### config.mk
export PLATFORM = sky130hd
export DESIGN_NAME = quiz_score_keeper
export DESIGN_NICKNAME = d
export VERILOG_FILES = /design/src/rtl/quiz_pkg.sv /design/src/rtl/quiz_score_keeper_debounce.sv /design/src/rtl/quiz_score_keeper.sv
export SDC_FILE = /design/constraint.sdc
export NUM_CORES = 1
export LEC_CHECK = 0
export CAP_MARGIN = 20
export CORE_MARGIN = 1.5
export CORE_UTILIZATION = 66
export DETAILED_ROUTE_END_ITERATION = 6
export GPL_ROUTABILITY_DRIVEN = 0
export PLACE_DENSITY_LB_ADDON = 0.08
export SLEW_MARGIN = 20
export SYNTH_ARGS = -nofsm -noshare
export SYNTH_HDL_FRONTEND = slang
export SYNTH_SLANG_ARGS = --single-unit
### constraint.sdc
create_clock -name clk -period 5.3 [get_ports clk]
set_input_delay 1.06 -clock clk [delete_from_list [all_inputs] [get_ports clk]]
set_output_delay 1.06 -clock clk [all_outputs]
set_load 0.005 [all_outputs]
### src/rtl/quiz_pkg.sv
// Shared types and defaults for the quiz board score keeper.
// State and winner encodings plus the display select decode.
package quiz_pkg;

  localparam int DEB_CYCLES_DEF = 240000;
  localparam int MAX_SCORE_DEF  = 9;
  localparam int INIT_SCORE_DEF = 0;

  localparam int NKEYS = 7;
  localparam int K_ADD = 4;
  localparam int K_SUB = 5;
  localparam int K_CLR = 6;

  typedef enum logic {
    IDLE,
    LOCKED
  } state_t;

  typedef enum logic [2:0] {
    W_NONE = 3'd0,
    W_P1   = 3'd1,
    W_P2   = 3'd2,
    W_P3   = 3'd3,
    W_P4   = 3'd4
  } winner_t;

  function automatic logic [3:0] sel_n(winner_t w);
    logic [3:0] s;
    s = 4'b1111;
    case (w)
      W_P1:    s = 4'b1110;
      W_P2:    s = 4'b1101;
      W_P3:    s = 4'b1011;
      W_P4:    s = 4'b0111;
      default: s = 4'b1111;
    endcase
    return s;
  endfunction

endpackage

### src/rtl/quiz_score_keeper_debounce.sv
// Key conditioner: 2-FF synchronizer, stability counter,
// and a one-cycle pulse on each debounced press.
module key_debounce #(
  parameter int DEB_CYCLES = 4
) (
  input  logic clk,
  input  logic rst,
  input  logic key,
  output logic pulse
);

  localparam int CW = $clog2(DEB_CYCLES + 1);

  logic          s1;
  logic          s2;
  logic          deb;
  logic          deb_d;
  logic [CW-1:0] cnt;

  // sync, count stable mismatch, then register the falling edge
  always_ff @(posedge clk or negedge rst) begin
    if (!rst) begin
      s1    <= 1'b1;
      s2    <= 1'b1;
      deb   <= 1'b1;
      deb_d <= 1'b1;
      cnt   <= '0;
      pulse <= 1'b0;
    end else begin
      s1    <= key;
      s2    <= s1;
      deb_d <= deb;
      pulse <= deb_d & ~deb;
      if (s2 == deb) begin
        cnt <= '0;
      end else if (cnt == CW'(DEB_CYCLES - 1)) begin
        deb <= s2;
        cnt <= '0;
      end else begin
        cnt <= cnt + CW'(1);
      end
    end
  end

endmodule

### src/rtl/quiz_score_keeper.sv
// Buzzer arbitration and score registers for four contestants.
// First buzz locks the floor; host keys judge or re-arm.
module quiz_score_keeper
  import quiz_pkg::*;
#(
  parameter int DEB_CYCLES = DEB_CYCLES_DEF,
  parameter int MAX_SCORE  = MAX_SCORE_DEF,
  parameter int INIT_SCORE = INIT_SCORE_DEF
) (
  input  logic       clk,
  input  logic       rst,
  input  logic       key_p1,
  input  logic       key_p2,
  input  logic       key_p3,
  input  logic       key_p4,
  input  logic       key_add,
  input  logic       key_sub,
  input  logic       key_clr,
  output logic [3:0] score1,
  output logic [3:0] score2,
  output logic [3:0] score3,
  output logic [3:0] score4,
  output logic       c1,
  output logic       c2,
  output logic       c3,
  output logic       c4,
  output logic [3:0] win_n
);

  logic [NKEYS-1:0] raw;
  logic [NKEYS-1:0] pulse;

  assign raw = {key_clr, key_sub, key_add,
                key_p4, key_p3, key_p2, key_p1};

  for (genvar i = 0; i < NKEYS; i++) begin : g_key
    key_debounce #(
      .DEB_CYCLES(DEB_CYCLES)
    ) u_deb (
      .clk  (clk),
      .rst  (rst),
      .key  (raw[i]),
      .pulse(pulse[i])
    );
  end

  state_t     state;
  state_t     state_d;
  winner_t    winner;
  winner_t    win_d;
  logic [3:0] score   [4];
  logic [3:0] score_d [4];
  logic [3:0] win_q;

  // arbitration and judgement; clr overrides everything
  always_comb begin
    state_d = state;
    win_d   = winner;
    score_d = score;
    if (pulse[K_CLR]) begin
      state_d = IDLE;
      win_d   = W_NONE;
    end else begin
      unique case (state)
        IDLE: begin
          if (pulse[0]) begin
            win_d   = W_P1;
            state_d = LOCKED;
          end else if (pulse[1]) begin
            win_d   = W_P2;
            state_d = LOCKED;
          end else if (pulse[2]) begin
            win_d   = W_P3;
            state_d = LOCKED;
          end else if (pulse[3]) begin
            win_d   = W_P4;
            state_d = LOCKED;
          end
        end
        LOCKED: begin
          if (pulse[K_ADD] ^ pulse[K_SUB]) begin
            state_d = IDLE;
            for (int i = 0; i < 4; i++) begin
              if (winner == 3'(i + 1)) begin
                if (pulse[K_ADD]) begin
                  score_d[i] = (score[i] >= 4'(MAX_SCORE))
                             ? 4'(MAX_SCORE)
                             : score[i] + 4'd1;
                end else begin
                  score_d[i] = (score[i] == 4'd0)
                             ? 4'd0
                             : score[i] - 4'd1;
                end
              end
            end
          end
        end
      endcase
    end
  end

  // state, winner, scores and decoded selects
  always_ff @(posedge clk or negedge rst) begin
    if (!rst) begin
      state  <= IDLE;
      winner <= W_NONE;
      score  <= '{default: 4'(INIT_SCORE)};
      win_q  <= 4'b1111;
    end else begin
      state  <= state_d;
      winner <= win_d;
      score  <= score_d;
      win_q  <= sel_n(win_d);
    end
  end

  assign score1 = score[0];
  assign score2 = score[1];
  assign score3 = score[2];
  assign score4 = score[3];
  assign win_n  = win_q;
  assign c1     = win_q[0];
  assign c2     = win_q[1];
  assign c3     = win_q[2];
  assign c4     = win_q[3];

endmodule

### After elaboration in Yosys (flattened, before gate mapping)

Index checks and enable logic that the tools add are counted.

* bits in registers: 185
* input bits: 9
* output and inout port bits: 24
* word-level logic and storage cells: 169

* $add $sub $neg: 15
* $lt $le $gt $ge: 4
* equal/unequal tests: 22
* multiplexer cells: 40
* bitwise operators: 24
* reductions and logical operators: 15

Operator list (number)
* $mux 18: 14
* $add 18x1->18 const B: 7
* $eq 18x18->1 const B: 7
* $mux 4: 12
* $mux 3: 6
* $add 4x1->4 const B: 4
* $ge 4x4->1 const B: 4
* $logic_not 4->1: 4
* $not 1->1: 16
* $pmux 4 s4: 1
* $reduce_and 4->1: 4
* $sub 4x1->4 const B: 4
* $reduce_and 2->1: 7
* $eq 3x2->1 const B: 4
* $and 1x1->1: 7
* $eq 1x1->1: 7
* $eq 3x1->1 const B: 2
* $eq 3x3->1 const B: 2
* $mux 1: 6
* $pmux 1 s2: 1
* $xor 1x1->1: 1

### Longest topological paths before layout

Gate-level depths: netlist of the first run.

* depth in word-level cells: 8
* mapped depth: 7

### By module

A second synthesis of the first run with hierarchy kept.

* cells, all modules: 883
* area total of the unflattened synthesis: 9230.1 um^2

Modules (own cells, without submodules)
* key_debounce: times used 7, cells an instance 99, area an instance 1077.3 um^2, sequential area each 580.6 um^2
* quiz_score_keeper: times used 1, cells an instance 190, area an instance 1689.1 um^2, sequential area each 605.6 um^2

### Least setup slack after synthesis of the first run

OpenSTA, ideal clock, no wires.

* path type: register to register
* start point: register g_key[6].u_deb.cnt[7]
* end point: register g_key[6].u_deb.cnt[10]
* data arrival time: 1902 ps
* setup slack: 3279 ps
* stages on the path, launching flop included: 6
* path buffers: 1
* clock period less this slack: 2021 ps
* cell sequence: dfrtp_1 -> or4_1 -> or3_4 -> o41ai_4 -> buf_6 -> nor2_1

* cells in the longest elaborated chain, start to end: 3
* elaborated cells between the ends (all ways): 4
* those cells by class: add/sub: 1; eq/ne: 1; mux: 2

Ends and longest elaborated chain
* from (decl): line quiz_score_keeper_debounce.sv:18 `logic [CW-1:0] cnt;`
* from (signal assigned): line quiz_score_keeper_debounce.sv:40 `cnt <= cnt + CW'(1);`
* $add 18x1->18 / $eq 18x18->1 (equally long branches): line quiz_score_keeper_debounce.sv:40, quiz_score_keeper_debounce.sv:36
* $mux 18 (*): line quiz_score_keeper_debounce.sv:36 `end else if (cnt == CW'(DEB_CYCLES - 1)) begin`
* $mux 18 (*): line quiz_score_keeper_debounce.sv:34 `if (s2 == deb) begin`

Mark *: on every way between the ends. The rest lies on a longest branch, timed or not.
A chain may end at the register's enable or synchronous reset.

### Final worst setup path of the first run

* start point: register win_q[3] (netlist: win_n[3])
* end point: output c4

RTL lines
* from (decl): line quiz_score_keeper.sv:53 `logic [3:0] win_q;`
* from (signal assigned): line quiz_score_keeper.sv:113 `win_q <= sel_n(win_d);`
* to (decl): line quiz_score_keeper.sv:26 `output logic c4,`

No word-level cell between the ends.

==> results of run 1 <==
-- layout make-up --
cell class                 instances  area, um^2  area share (%)
timing repair buffer              34         337            3.36
tap                              176         220            2.20
multi-input combinational        640        4050            40.5
clock buffer                      18         429            4.29
sequential                       185        4670            46.7
inverter                          39         146            1.46
clock inverter                    14         150            1.50
-- worst min path at each step --
| stage | slack (ns) | start | depth (start not counted) | to |
|---|---|---|---|---|
| after floorplan | 0.35 | g_key[0].u_deb.s1$_DFF_PN1_ | 0 | g_key[0].u_deb.s2$_DFF_PN1_ |
| after global placement | 0.35 | g_key[5].u_deb.s1$_DFF_PN1_ | 0 | g_key[5].u_deb.s2$_DFF_PN1_ |
| after detailed placement | 0.35 | g_key[5].u_deb.s1$_DFF_PN1_ | 0 | g_key[5].u_deb.s2$_DFF_PN1_ |
| after CTS | 0.36 | g_key[5].u_deb.s1$_DFF_PN1_ | 0 | g_key[5].u_deb.s2$_DFF_PN1_ |
| after global routing | 0.36 | g_key[2].u_deb.s1$_DFF_PN1_ | 0 | g_key[2].u_deb.s2$_DFF_PN1_ |
| final | 0.36 | g_key[0].u_deb.s1$_DFF_PN1_ | 0 | g_key[0].u_deb.s2$_DFF_PN1_ |
-- kinds of logic (layout without fill, tap and decap cells) --
group	count (synthesis)	count (layout)	synth area share (%)
multiplexers	8	8	0.991
AO/OA/AOI/OAI	105	105	8.18
flip-flops	185	185	52.1
buffers and inverters	63	105	2.92
AND/OR/NAND/NOR	405	405	23.1
adder cells (fa/ha/maj)	19	19	2.65
XOR/XNOR	103	103	10.1
-- cells in the mapped netlist, types with 3 or more instances --
library cell    n  area [um^2]
dfrtp_1       153         3830
nor2_1        133          499
xnor2_1        76          666
nand3_1        53          265
nand2_1        41          154
inv_1          39          146
dfstp_2        32          841
nand4_1        32          200
nor4_1         31          194
o21ai_0        30          150
nor3_1         29          145
a21oi_1        27          135
xor2_1         27          236
ha_1           19          238
clkbuf_1       17         63.8
or3_1          17          106
or4_1          12         90.1
nor2b_1         9         56.3
o31ai_1         9         67.6
and3_1          7         43.8
mux2_2          7         78.8
nand2b_1        7         43.8
or2_2           7         43.8
a311oi_1        5         43.8
and4_1          5         43.8
nand3b_1        5         37.5
and2_1          4         25.0
buf_4           4         30.0
nor4b_1         4         35.0
a31oi_1         3         18.8
a41oi_1         3         26.3
o21a_1          3         22.5
o21bai_1        3         22.5
o221a_2         3         33.8
-- where the power goes --
part / total, mW / internal, mW / switching [mW]
registers: 1.45 / 1.44 / 0.0170
clock network: 1.24 / 0.697 / 0.544
logic: 0.0795 / 0.0237 / 0.0558
total: 2.77 / 2.16 / 0.617
-- cells in the final DEF (no fill, tap or decap), types with 3 or more instances in the layout --
cell type	synthesis	final
or3_1	17	17
dfstp_2	32	32
clkdlybuf4s50_1	0	31
inv_1	39	39
mux2_2	7	7
clkinv_4	0	4
o31ai_1	9	9
o21a_1	3	3
nand3b_1	5	5
clkinv_2	0	3
nand4_1	32	32
nand2_1	41	41
a21oi_1	27	27
o221a_2	3	3
dfrtp_1	153	153
nor2_1	133	133
and4_1	5	5
or4_1	12	12
clkbuf_16	0	17
and3_1	7	7
a41oi_1	3	3
o21ai_0	30	30
xor2_1	27	27
nor3_1	29	29
nor4_1	31	31
nand3_1	53	53
a31oi_1	3	3
a311oi_1	5	5
clkinvlp_4	0	3
nand2b_1	7	7
or2_2	7	7
xnor2_1	76	76
ha_1	19	19
nor2b_1	9	9
and2_1	4	4
nor4b_1	4	4
-- routing by layer --
| metal | routed length, um | part of all wire, % |
|---|---|---|
| met1 | 7670 | 44 |
| met2 | 8820 | 50 |
| met3 | 757 | 4.3 |
| met4 | 327 | 1.9 |
| met5 | 0 | 0 |
-- stage by stage --
stage	worst slack (ns)	total power, mW
6_report	2.70	2.77
2_1_floorplan	3.28	1.51
5_1_grt	2.60	2.87
3_5_place_dp	2.84	1.56
4_1_cts	2.69	2.79
3_3_place_gp	2.94	1.55
-- sequential cells by signal, summed over array words and instances, names as in the netlist, 7 cells and up --
register           cells
g_key.u_deb.cnt      126
g_key.u_deb.deb        7
g_key.u_deb.deb_d      7
g_key.u_deb.pulse      7
g_key.u_deb.s1         7
g_key.u_deb.s2         7
==> impl_metrics.env, run 1 <==
export IMPL_grt_busiest_layer="met2"
export IMPL_relSlewSlack_pct=37.5
export IMPL_hold_path_class="reg2reg"
export IMPL_die_width_um=120
export IMPL_n_antenna_cell=0
export IMPL_ctsResizeCount=0
export IMPL_r2r_setup_slack_ns=2.81
export IMPL_vias=6710
export IMPL_antenna_found_initial=0
export IMPL_power_density_mw_per_mm2=277
export IMPL_rr_startpoint="g_key[4].u_deb.pulse$_DFF_PN0_"
export IMPL_yosysWarningCount=0
export IMPL_cts_buffer_depth=2
export IMPL_path_delay_family="flip-flops"
export IMPL_critPathArrivalTime_ns=1.54
export IMPL_dp_cells=1074
export IMPL_synth_enable_flop_cells=0
export IMPL_fmax_mhz=385
export IMPL_clk_pin_slew_worst_paths_ns=0.07
export IMPL_synth_area_per_cell_um2=10.1
export IMPL_grt_use_met1_pct=33.3
export IMPL_ant_nets=0
export IMPL_clkSinkCount=185
export IMPL_crit_fanout=2
export IMPL_place_area_mm2=0.00940
export IMPL_syn_nets=916
export IMPL_ys_ff_latch=185
export IMPL_power_leakage_nw=4.02
export IMPL_cts_setup_buffers=0
export IMPL_crit_path_end_kind="output pin"
export IMPL_wire_per_inst_um=15.9
export IMPL_ir_worst_vdd_uv=240
export IMPL_cp_start_kind="flop"
export IMPL_async_flop_share_pct=100
export IMPL_crit_buf_inv=1
export IMPL_syn_area_mm2=0.00896
export IMPL_yosysUniqueCellTypes=57
export IMPL_ctsHoldBuffers=0
export IMPL_final_net_count=945
export IMPL_worstReg2RegEnd="score3[3]$_DFFE_PN0P_"
export IMPL_met2_usage_pct=43.0
export IMPL_crit_start="win_n[3]$_DFF_PN1_"
export IMPL_drv_cap=0
export IMPL_required_ns=4.24
export IMPL_reg2reg_depth=4
export IMPL_port_buffers=32
export IMPL_layout_drive_gt1_share_pct=9.78
export IMPL_stdcell_count=1106
export IMPL_drc_errors=0
export IMPL_io_pins=33
export IMPL_rows=42
export IMPL_final_area_mm2=0.0100
export IMPL_crit_cells=1
export IMPL_final_util_pct=75.5
export IMPL_cpPeakStageDelay_ns=0.59
export IMPL_synthToLayoutAreaGrowth_pct=11.6
export IMPL_die_y_um=120
export IMPL_grt_overflow=0
export IMPL_rsz0062_at_grt="false"
export IMPL_grt_pass1_wl_um=29800
export IMPL_finalHoldViolCount=0
export IMPL_initial_core_util_pct=67.7
export IMPL_slew_violations=0
export IMPL_worstSkewPairLatency_ns=0.44
export IMPL_worstSetupEndpoint="c4"
export IMPL_ys_flop_type="dfrtp_1"
export IMPL_status="finished clean"
export IMPL_fillers=898
export IMPL_post_route_min_period_ns=2.60
export IMPL_grt_max_degree=92
export IMPL_numCtsBuffers=17
export IMPL_cts_tree="built"
export IMPL_ys_seq_area_share_pct=52.1
export IMPL_fin_skew_ns=0.0178
export IMPL_dieArea_mm2=0.0143
export IMPL_dr_pass1_iters=6
export IMPL_core_area_mm2=0.0132
export IMPL_grt_pass1_vias=6586
export IMPL_tns_ns=0
export IMPL_path_cells="clkdlybuf4s50_1"
export IMPL_post_dp_hpwl_um=11400
export IMPL_netlist_instances=888
export IMPL_crit_type="reg2out"
export IMPL_root_buffer="clkbuf_16"
export IMPL_met3_usage_pct=5.23
export IMPL_worst_pin_slew_ns=0.937
export IMPL_routed_wl_um=17600
export IMPL_whs_ns=0.358
export IMPL_crit_slowest_cell="dfstp_2"
export IMPL_first_iter_violations=578
export IMPL_final_setup_viol_count=0
export IMPL_vias_per_cell=6.07
export IMPL_htree_levels=4
export IMPL_track_usage_pct=25.8
export IMPL_period_share_pct=49.1
(Power assumes the default switching activity.)
==> run 2, diff against run 1 <==
--- a/config.mk
+++ b/config.mk
@@ -7,7 +7,7 @@
 export LEC_CHECK = 0
 export CAP_MARGIN = 20
 export CORE_MARGIN = 1.5
-export CORE_UTILIZATION = 66
+export CORE_UTILIZATION = 55
 export DETAILED_ROUTE_END_ITERATION = 6
 export GPL_ROUTABILITY_DRIVEN = 0
 export PLACE_DENSITY_LB_ADDON = 0.08
==> constraint.sdc (replaced) <==
create_clock -name clk -period 2.15 [get_ports clk]
set_input_delay 0.43 -clock clk [delete_from_list [all_inputs] [get_ports clk]]
set_output_delay 0.43 -clock clk [all_outputs]
set_load 0.005 [all_outputs]
==> impl_metrics.env, run 2 (same netlist as run 1, synthesis figures left out) <==
export IMPL_grt_max_degree=54
export IMPL_required_ns=2.46
export IMPL_core_area_mm2=0.0159
export IMPL_stdcell_count=1170
export IMPL_final_net_count=969
export IMPL_ir_worst_vdd_uv=635
export IMPL_crit_start="g_key[6].u_deb.cnt[9]$_DFF_PN0_"
export IMPL_track_usage_pct=21.8
export IMPL_layout_commonest_cell="dfrtp_1"
export IMPL_holdPathEnd="g_key[4].u_deb.s2$_DFF_PN1_"
export IMPL_initial_core_util_pct=56.4
export IMPL_crit_fanout=15
export IMPL_cts_tree="built"
export IMPL_routed_wl_um=16800
export IMPL_largest_register_ffs=126
export IMPL_cts_setup_buffers=0
export IMPL_path_cells="or4_1 > or3_4 > o41ai_4 > buf_6 > nor2_1"
export IMPL_vias_per_cell=5.71
export IMPL_final_area_mm2=0.0103
export IMPL_grt_overflow=0
export IMPL_place_area_mm2=0.00966
export IMPL_final_setup_viol_count=0
export IMPL_tns_ns=0
export IMPL_fin_skew_ns=0.0104
export IMPL_top_register="g_key.u_deb.cnt"
export IMPL_reg2reg_depth=5
export IMPL_drv_cap=0
export IMPL_vias=6676
export IMPL_met3_usage_pct=5.29
export IMPL_wire_per_inst_um=14.4
export IMPL_post_route_min_period_ns=2.06
export IMPL_period_share_pct=95.9
export IMPL_io_pins=33
export IMPL_synthToLayoutAreaGrowth_pct=14.9
export IMPL_crit_type="reg2reg"
export IMPL_grt_pass1_vias=6454
export IMPL_worstSkewPairLatency_ns=0.43
export IMPL_htree_levels=4
export IMPL_grt_busiest_layer="met2"
export IMPL_worstReg2RegEnd="g_key[6].u_deb.cnt[9]$_DFF_PN0_"
export IMPL_post_dp_hpwl_um=11800
export IMPL_register_area_mm2=0.00467
export IMPL_n_antenna_cell=0
export IMPL_crit_path_end_kind="flop"
export IMPL_cts_buffer_depth=2
export IMPL_dieArea_mm2=0.0171
export IMPL_dr_pass1_iters=5
export IMPL_status="finished clean"
export IMPL_final_cell_mix="153 x dfrtp_1, 133 x nor2_1, 76 x xnor2_1"
export IMPL_rows=46
export IMPL_layout_drive_gt1_share_pct=11.7
export IMPL_root_buffer="clkbuf_16"
export IMPL_die_width_um=131
export IMPL_multi_input_area_mm2=0.00403
export IMPL_clk_pin_slew_worst_paths_ns=0.06
export IMPL_hold_path_class="reg2reg"
export IMPL_worst_pin_slew_ns=0.718
export IMPL_finalHoldViolCount=0
export IMPL_rsz0062_at_grt="false"
export IMPL_cpPeakStageDelay_ns=0.55
export IMPL_fmax_mhz=485
export IMPL_grt_pass1_wl_um=29500
export IMPL_slew_violations=0
export IMPL_fillers=1302
export IMPL_numCtsBuffers=17
export IMPL_die_y_um=131
export IMPL_rr_startpoint="g_key[6].u_deb.cnt[9]$_DFF_PN0_"
export IMPL_r2r_setup_slack_ns=0.09
export IMPL_grt_use_met1_pct=28.6
export IMPL_ant_nets=0
export IMPL_holdPathStages=0
export IMPL_power_density_mw_per_mm2=683
export IMPL_crit_slowest_cell="or4_1"
export IMPL_port_buffers=32
export IMPL_relSlewSlack_pct=52.1
export IMPL_first_iter_violations=405
export IMPL_antenna_found_initial=0
export IMPL_critPathArrivalTime_ns=2.37
export IMPL_cp_start_kind="flop"
export IMPL_power_leakage_nw=4.16
export IMPL_drc_errors=0
export IMPL_min_delay_start="g_key[4].u_deb.s1$_DFF_PN1_"
export IMPL_clkSinkCount=185
export IMPL_dp_cells=1137
export IMPL_met2_usage_pct=35.7
run 2: final cells by class:
cell class                      count  share of cell area (%)
Multi-Input combinational cell    640                    39.2
Timing Repair Buffer               58                    5.45
Clock buffer                       22                    4.61
Tap cell                          216                    2.63
Clock inverter                     10                    1.37
Inverter                           39                    1.42
Sequential cell                   185                    45.4
run 2: worst max-delay path by stage:
stage                                        to  slack (ns)  depth (start not counted)
2_1_floorplan  g_key[6].u_deb.cnt[13]$_DFF_PN0_        0.13                          5
3_3_place_gp    g_key[6].u_deb.cnt[5]$_DFF_PN0_        0.17                          5
3_5_place_dp    g_key[6].u_deb.cnt[7]$_DFF_PN0_        0.09                          5
4_1_cts         g_key[6].u_deb.cnt[9]$_DFF_PN0_        0.05                          5
5_1_grt         g_key[6].u_deb.cnt[9]$_DFF_PN0_        0.04                          5
6_report        g_key[6].u_deb.cnt[9]$_DFF_PN0_        0.09                          5
run 2: critical path: cells and delay by family, from the launching register on:
kind | cells | cell delay (ns)
AOI/OAI and AO/OA | 1 | 0.26
DFF | 1 | 0.42
and+or+nand+nor | 3 | 1.05
buffers and inverters | 1 | 0.21
run 2: what timing repair did:
| action | 4_1_cts | 5_1_grt |
|---|---|---|
| hold buffers | 1 | 0 |
| hold endpoints to repair | 42 | 0 |
| setup endpoints to repair | 0 | 2 |
| resized for setup | 0 | 1 |
run 2: metal layers:
metal	vias to the layer above	share of wire, %
met1	3270	45
met5	-	0
met3	22	4.2
met4	0	1.3
li1	3241	-
met2	143	49
run 2: stage by stage:
step	utilization [%]	setup WS, ns	power, mW	hold slack (ns)
after floorplan	-	0.129	3.73	0.134
after global placement	60.8	0.173	3.85	0.347
after detailed placement	60.8	0.0896	3.87	0.348
after CTS	64.8	0.0529	7.11	0.357
after global routing	64.8	0.0381	7.28	0.363
final	64.8	0.0871	7.03	0.357
run 2: report_power, final:
| group | internal, mW | switching, mW | leakage, nW |
|---|---|---|---|
| logic | 0.0799 | 0.140 | 1.41 |
| registers | 3.54 | 0.0396 | 2.45 |
| clock network | 1.92 | 1.30 | 0.297 |
